File: src/rtl/shift_left_seq.sv
// shift_left_seq: multi-cycle logical left shifter.
//   A request (start with Signal == SLL_CODE) is accepted only in IDLE. The
//   operand is then shifted one bit per cycle, or four bits per cycle while at
//   least four remain when SHIFTER_FAST_EN is defined. The result is written
//   to dataOut and announced with a one-cycle done pulse.
// Optional feature macro: SHIFTER_FAST_EN (4-bit steps while cnt >= 4).
// Ports:
//   clk     - system clock, rising edge
//   reset   - synchronous, active-high reset
//   start   - request pulse, sampled only in IDLE
//   dataA   - operand to shift
//   dataB   - shift amount, only dataB[4:0] is used
//   Signal  - function code, must equal SLL_CODE for a request to be accepted
//   dataOut - last completed result
//   busy    - high while the FSM is not in IDLE
//   done    - one-cycle completion pulse, dataOut is valid while it is high
module shift_left_seq #(
  parameter logic [5:0] SLL_CODE = 6'b000000
) (
  input  logic        clk,
  input  logic        reset,
  input  logic        start,
  input  logic [31:0] dataA,
  input  logic [31:0] dataB,
  input  logic [5:0]  Signal,
  output logic [31:0] dataOut,
  output logic        busy,
  output logic        done
);

  localparam int unsigned DW = 32;
  localparam int unsigned CW = 5;
  localparam int unsigned SW = 2;

  localparam logic [SW-1:0] IDLE  = 2'd0;
  localparam logic [SW-1:0] SHIFT = 2'd1;
  localparam logic [SW-1:0] DONE  = 2'd2;

  logic [SW-1:0] state, state_d;
  logic [DW-1:0] work, work_d;
  logic [CW-1:0] cnt, cnt_d;
  logic [DW-1:0] dout_d;
  logic          busy_d;
  logic          done_d;

  // Upper shift-amount bits carry no meaning for a 32-bit shift.
  logic unused_shamt_hi;
  assign unused_shamt_hi = ^dataB[31:5];

  // State and datapath registers.
  always_ff @(posedge clk) begin
    if (reset) begin
      state   <= IDLE;
      work    <= '0;
      cnt     <= '0;
      dataOut <= '0;
      busy    <= 1'b0;
      done    <= 1'b0;
    end else begin
      state   <= state_d;
      work    <= work_d;
      cnt     <= cnt_d;
      dataOut <= dout_d;
      busy    <= busy_d;
      done    <= done_d;
    end
  end

  // Next-state, datapath and registered-output logic.
  always_comb begin
    state_d = state;
    work_d  = work;
    cnt_d   = cnt;
    dout_d  = dataOut;
    done_d  = 1'b0;

    case (state)
      IDLE: begin
        if (start && (Signal == SLL_CODE)) begin
          state_d = SHIFT;
          work_d  = dataA;
          cnt_d   = dataB[CW-1:0];
        end
      end
      SHIFT: begin
        if (cnt == '0) begin
          dout_d  = work;
          state_d = DONE;
          done_d  = 1'b1;
        end else begin
`ifdef SHIFTER_FAST_EN
          if (cnt >= CW'(4)) begin
            work_d = {work[DW-5:0], 4'b0000};
            cnt_d  = cnt - CW'(4);
          end else begin
            work_d = {work[DW-2:0], 1'b0};
            cnt_d  = cnt - CW'(1);
          end
`else
          work_d = {work[DW-2:0], 1'b0};
          cnt_d  = cnt - CW'(1);
`endif
        end
      end
      DONE: begin
        state_d = IDLE;
      end
      default: begin
        state_d = IDLE;
      end
    endcase

    // busy is registered, so it follows the state being entered.
    busy_d = (state_d != IDLE);
  end

endmodule

File: config.mk
export PLATFORM = sky130hd
export DESIGN_NAME = shift_left_seq
export DESIGN_NICKNAME = d
export VERILOG_FILES = /design/src/rtl/shift_left_seq.sv
export SDC_FILE = /design/constraint.sdc
export NUM_CORES = 1
export LEC_CHECK = 0
export CAP_MARGIN = 20
export CORE_MARGIN = 5
export CORE_UTILIZATION = 40
export DETAILED_ROUTE_END_ITERATION = 8
export PLACE_DENSITY_LB_ADDON = 0.05
export RECOVER_POWER = 100
export SYNTH_ARGS = -nofsm -noshare
export SYNTH_HDL_FRONTEND = slang
export SYNTH_SLANG_ARGS = --single-unit
File: constraint.sdc
create_clock -name clk -period 2.2 [get_ports clk]
set_clock_uncertainty 0.15 [all_clocks]
set_input_delay 0.44 -clock clk [delete_from_list [all_inputs] [get_ports clk]]
set_output_delay 0.44 -clock clk [all_outputs]
set_load 0.05 [all_outputs]
==> reports/metrics.cfg, run 1 <==
[timing]
rsz0062_at_grt=no
fin_hold_ws_ns=0.304
worst_pin_slew_ns=0.635
timing.final.crit_period_ns=2.12
finalSetupViolations=0
slew_violations=0
hold_violations=0
relSlewSlack_pct=57.9
fmax_ghz=0.473
fin_crit_sh_pct=96.2

[drt]
vias=2352
routed_via_density=4.86
postRouteAntennaNets=0
drt-total-wl_um=6860
avgRoutedWirePerCell_um=14.2
drc_errors=0
drtPass1Iterations=4
first_iter_violations=47

[worst_setup_path]
arrival_ns=1.53
r2r_start=cnt[1]$_SDFFE_PP0P_
path_class=reg2out
cpLargestDelayFamily=buffers and inverters
worst_r2r_path_depth=7
cp-end-kind=primary output
critPathBufInv=1
worstPathCellList=dlygate4sd3_1
slowest_delay_ns=0.87
required_ns=1.61
reg2reg_to=work[20]$_SDFFE_PP0P_
r2r_setup_slack_ns=0.12
start_kind=register
cpMaxStageDelayCell=dlygate4sd3_1
crit_fanout=1

[floorplan]
ioPinCount=107
die-width_um=94.8
initial_core_util_pct=40.3
core_area_sq_mm=0.00714
rows=31
dieHeight_um=94.8
die_area_sq_mm=0.00899

[yosys]
ys_warn_count=0
yosysSeqAreaShare_pct=50.8
synth-edff-count=0
syn_area_sq_mm=0.00288
async_flop_share_pct=0
syn_avg_cell_area_sq_um=9.69
synth_ff_type=dfxtp_1
syn_inst=297
synth_nets=371
ys_ff_latch=73
synth_cell_types=32

[grt]
grt_max_degree=29
antenna_found_initial=0
grtUsageTotal_pct=16.0
grt_pass1_wl_um=10900
grt_pass1_vias=2216
globalRoute.totalOverflow=0

[worst_hold_path]
worstHoldPathCells=2
holdPathEnd=dataOut[5]$_SDFFE_PP0P_
hold_start=dataOut[5]$_SDFFE_PP0P_
hold_class=reg2reg

[finish]
fillers=704
final_layout_size_suffix_gt1_share_pct=9.09
fin_nets=454
syn_to_final_growth_pct=37.9
antennaDiodeCount=0
fin_cells=484

[cts]
cts_buffers=9
hold_buffers=0
path_clk_slew_ns=0.07
cts.sinks=73
h-tree-depth=3
clk_path_buf_depth=2
cts_tree=yes
root_buffer=clkbuf_8
worstSkewPairLatency_ns=0.34

[pwr]
p_leak_uw=0.00158
peakVddDrop_uv=381
pwr_density_cell_mw_per_mm2=634

[place]
numPortBuffers=79
dpl.hpwl_um=4690
dp_cells=466
place_congestion=0.750

[status]
run_status=completed

[job]
drv_cap=0

==> how the worst max path moves through the flow <==
stage / start / end / slack, ns / depth (start not counted)
4_1_cts: cnt[1]$_SDFFE_PP0P_ / dataOut[19]$_SDFFE_PP0P_ / 0.03 / 7
3_5_place_dp: Signal[0] / work[24]$_SDFFE_PP0P_ / -0.02 / 6
2_1_floorplan: cnt[0]$_SDFFE_PP0P_ / dataOut[10]$_SDFFE_PP0P_ / 0.19 / 8
5_1_grt: cnt[1]$_SDFFE_PP0P_ / work[12]$_SDFFE_PP0P_ / 0.02 / 7
3_3_place_gp: Signal[0] / work[16]$_SDFFE_PP0P_ / 0.0005 / 6
6_report: busy$_SDFF_PP0_ / busy / 0.08 / 1
==> power breakdown <==
part | switching [uW] | total, uW | internal (uW) | leakage, uW
registers | 2.41 | 1330 | 1320 | 0.000588
clock network | 510 | 1040 | 528 | 0.0000964
logic | 56.2 | 153 | 97.2 | 0.000899
==> cell usage in the layout, fill, tap and decap left out, types with 2 or more instances in the layout <==
master and n:
nor3_1 3, dfxtp_1 73, clkinv_4 3, buf_6 2, clkdlybuf4s50_1 75, a21oi_1 35
o2bb2ai_1 31, nor2_1 7, mux2i_1 31, clkbuf_1 4, o22ai_1 2, buf_12 2
inv_1 3, buf_4 8, nand2_1 69, clkbuf_8 9, dlygate4sd3_1 2
==> final cells by class <==
cell class / instances / area, sq um / share of cell area (%)
Clock buffer: 10 / 128 / 3.22
Clock inverter: 6 / 68.8 / 1.73
Inverter: 3 / 11.3 / 0.284
Multi-Input combinational cell: 198 / 1250 / 31.6
Sequential cell: 73 / 1460 / 36.8
Tap cell: 99 / 124 / 3.12
Timing Repair Buffer: 95 / 922 / 23.2
==> synthesized netlist by cell type, types with 2 or more instances <==
cell type  number  share of area [%]
buf_6           7                2.7
o22ai_1         2               0.43
buf_2           8                1.4
o2bb2ai_1      30                9.1
nand2_1        69                9.0
mux2i_1        31                 11
nand2b_1        2               0.43
nor2_1          6               0.78
o2bb2ai_2       2                1.0
nor3_1          3               0.52
clkbuf_1        8                1.0
dfxtp_1        73                 51
a21oi_1        35                6.1
inv_1           3               0.39
==> metal layers <==
| layer | part of all wire, % | vias up | track usage, % |
|---|---|---|---|
| li1 | - | 1212 | - |
| met1 | 46 | 1089 | 20.0 |
| met2 | 48 | 44 | 25.9 |
| met3 | 4.5 | 7 | 3.75 |
| met4 | 1.6 | 0 | 7.57 |
| met5 | 0 | - | 0 |
==> state kept, by name, indices dropped and copies added, names as in the netlist <==
register / flops
dataOut: 32
work: 32
cnt: 5
state: 2
busy: 1
done: 1
==> logic make-up after synthesis <==
kind of cell             Yosys count  synth area share, %
buffers and inverters             26                 5.56
flip-flops                        73                 50.8
adder cells (fa/ha/maj)            1                0.435
AND/OR/NAND/NOR                   89                 13.1
AO/OA/AOI/OAI                     77                 19.3
multiplexers                      31                 10.8
==> metrics by stage <==
step                cell area (sq um)  util (%)  setup slack (ns)  total power (uW)  setup TNS, ns
floorplan                        2880         -             0.186              1410              0
global placement                 3790      53.2          0.000548              1510              0
detailed placement               3790      53.2           -0.0248              1510         -0.491
CTS                              3990      55.9            0.0307              2560              0
global route                     3970      55.6            0.0155              2640              0
finish                           3970      55.6            0.0844              2520              0
==> timing repair <==
action                                  4_1_cts  5_1_grt
endpoints found under the setup margin        0       54
resized for setup                             0        1
buffers inserted                              0        2
Note: power is estimated with default switching activity, not from simulation.
==> run 2, diff against run 1 <==
--- a/config.mk
+++ b/config.mk
@@ -10,7 +10,7 @@
 export CORE_UTILIZATION = 40
 export DETAILED_ROUTE_END_ITERATION = 8
 export PLACE_DENSITY_LB_ADDON = 0.05
-export RECOVER_POWER = 100
+export RECOVER_POWER = 50
 export SYNTH_ARGS = -nofsm -noshare
 export SYNTH_HDL_FRONTEND = slang
 export SYNTH_SLANG_ARGS = --single-unit
==> run 2 against run 1 <==
Net effect:
- count of clock-buffer cells in the layout stayed put
- worst setup slack gained 0.00065 ns
- first-iteration DRC count up 6.4%
- core utilization grew 0.21 points
- sequential power about the same
- wire length barely moved
- via count fell by 0.13%
- sequential cell count did not move
- non-clock buffer count stayed put
- critical path type unchanged
- largest power group unchanged
==> reports/metrics.cfg, run 2 (synthesized netlist as in run 1, its figures left out) <==
[status]
run_status=completed

[drt]
vias=2349
postRouteAntennaNets=0
drtPass1Iterations=4
drt-total-wl_um=6860
drc_errors=0
avgRoutedWirePerCell_um=14.2
routed_via_density=4.85
first_iter_violations=50

[pwr]
internal_power_uw=1950
power_frac_seq_pct=52.6
p_leak_uw=0.00159
pwr_density_cell_mw_per_mm2=632
swShare_pct=22.6
p_comb_share_pct=6.2
p_sw_uw=569
peakVddDrop_uv=384
clockPowerShare_pct=41.2

[finish]
fillers=703
multiInputGateArea_sq_mm=0.00126
antennaDiodeCount=0
stdcell_area_sq_mm=0.00398
syn_to_final_growth_pct=38.4
fin_nets=454
fin_cells=484
layout_commonest_cell=clkdlybuf4s50_1
final_layout_size_suffix_gt1_share_pct=9.35
final_cell_mix=75 x clkdlybuf4s50_1, 73 x dfxtp_1, 69 x nand2_1, 35 x a21oi_1, 31 x mux2i_1
seq_area_sq_mm=0.00146
largestRegisters=dataOut (32), work (32), cnt (5)

[grt]
grt_pass1_vias=2216
antenna_found_initial=0
grt_busiest_layer=met2
gr-usage-met2_pct=25.9
grt_max_degree=29
grt.met1_usage_pct=20.0
grt_pass1_wl_um=10900
globalRoute.totalOverflow=0
grtUsageTotal_pct=16.0
gr-usage-met3_pct=3.75

[worst_hold_path]
worstHoldPathCells=2
holdPathEnd=dataOut[5]$_SDFFE_PP0P_
hold_class=reg2reg
hold_start=dataOut[5]$_SDFFE_PP0P_

[worst_setup_path]
cpMaxStageDelayCell=dlygate4sd3_1
cpLargestDelayFamily=buffers and inverters
crit_fanout=1
worstPathCellList=dlygate4sd3_1
r2r_setup_slack_ns=0.13
worst_r2r_path_depth=7
path_class=reg2out
slowest_delay_ns=0.87
required_ns=1.61
cp-end-kind=primary output
reg2reg_to=dataOut[19]$_SDFFE_PP0P_
critPathBufInv=1
r2r_start=cnt[1]$_SDFFE_PP0P_
arrival_ns=1.52
start_kind=register

[floorplan]
rows=31
dieHeight_um=94.8
initial_core_util_pct=40.3
core_area_sq_mm=0.00714
die_area_sq_mm=0.00899
ioPinCount=107
die-width_um=94.8

[timing]
fin_crit_sh_pct=96.1
timing.final.crit_period_ns=2.11
worst_pin_slew_ns=0.635
finalSetupViolations=0
rsz0062_at_grt=no
fin_hold_ws_ns=0.304
slew_violations=0
hold_violations=0
fin_tns_setup_ns=0
relSlewSlack_pct=57.9
fin_ws_ns=0.0851
fmax_ghz=0.473

[cts]
path_clk_slew_ns=0.07
h-tree-depth=3
cts_tree=yes
clk_path_buf_depth=2
cts_buffers=9
root_buffer=clkbuf_8
cts.sinks=73
worstSkewPairLatency_ns=0.34

[place]
dpl.hpwl_um=4690
dp_cells=466
placement.cell_area_sq_mm=0.00379
dp_slack_ns=-0.0248
numPortBuffers=79
place_congestion=0.750

[job]
drv_cap=0

[run 2: changes by cell type in the layout (fill, tap and decap cells not counted)]
| cell | before | now |
|---|---|---|
| o2bb2ai_2 | 1 | 2 |
| buf_6 | 2 | 1 |
| o2bb2ai_1 | 31 | 30 |
| buf_12 | 2 | 3 |
[run 2: final cells by class]
cell class / instances / share of cell area [%]
flip-flops and latches: 73 / 36.7
multi-input cells: 198 / 31.6
clock inverters: 6 / 1.73
clock buffers: 10 / 3.20
inverters: 3 / 0.283
repair buffers: 95 / 23.4
well taps: 99 / 3.11
[run 2: stage by stage]
stage / util, % / total power [uW]
3_5_place_dp: 53.2 / 1510
5_1_grt: 55.8 / 2640
2_1_floorplan: - / 1410
6_report: 55.8 / 2520
4_1_cts: 55.9 / 2560
3_3_place_gp: 53.2 / 1510
[run 2: worst max-delay path by stage]
stage,startpoint,to,cells past startpoint
after detailed placement,Signal[0],work[24]$_SDFFE_PP0P_,6
after global routing,cnt[1]$_SDFFE_PP0P_,work[12]$_SDFFE_PP0P_,7
final,busy$_SDFF_PP0_,busy,1
after global placement,Signal[0],work[16]$_SDFFE_PP0P_,6
after CTS,cnt[1]$_SDFFE_PP0P_,dataOut[19]$_SDFFE_PP0P_,7
after floorplan,cnt[0]$_SDFFE_PP0P_,dataOut[10]$_SDFFE_PP0P_,8
[run 2: repair_timing]
item | in CTS | in global routing
setup buffers | 0 | 2
endpoints found under the hold margin | 0 | 0
gates resized for setup | 0 | 1
endpoints found under the setup margin | 0 | 54
hold buffers | 0 | 0
[run 2: power by group through the flow]
stage | registers [uW] | clock network, uW | logic, uW
2_1_floorplan | 1360 | 0 | 56.1
3_3_place_gp | 1360 | 0 | 156
3_5_place_dp | 1360 | 0 | 157
4_1_cts | 1330 | 1080 | 158
5_1_grt | 1330 | 1150 | 168
6_report | 1330 | 1040 | 156
[run 2: metal layers]
layer  wire length (um)  part of all wire [%]
met1               3150                    46
met2               3290                    48
met3                307                   4.5
met4                110                   1.6
met5                  0                     0
[run 2: worst min-delay path, stage by stage, from the launching register on]
cell and delay [ns]:
dfxtp_1 0.31, nand2_1 0.05, a21oi_1 0.05
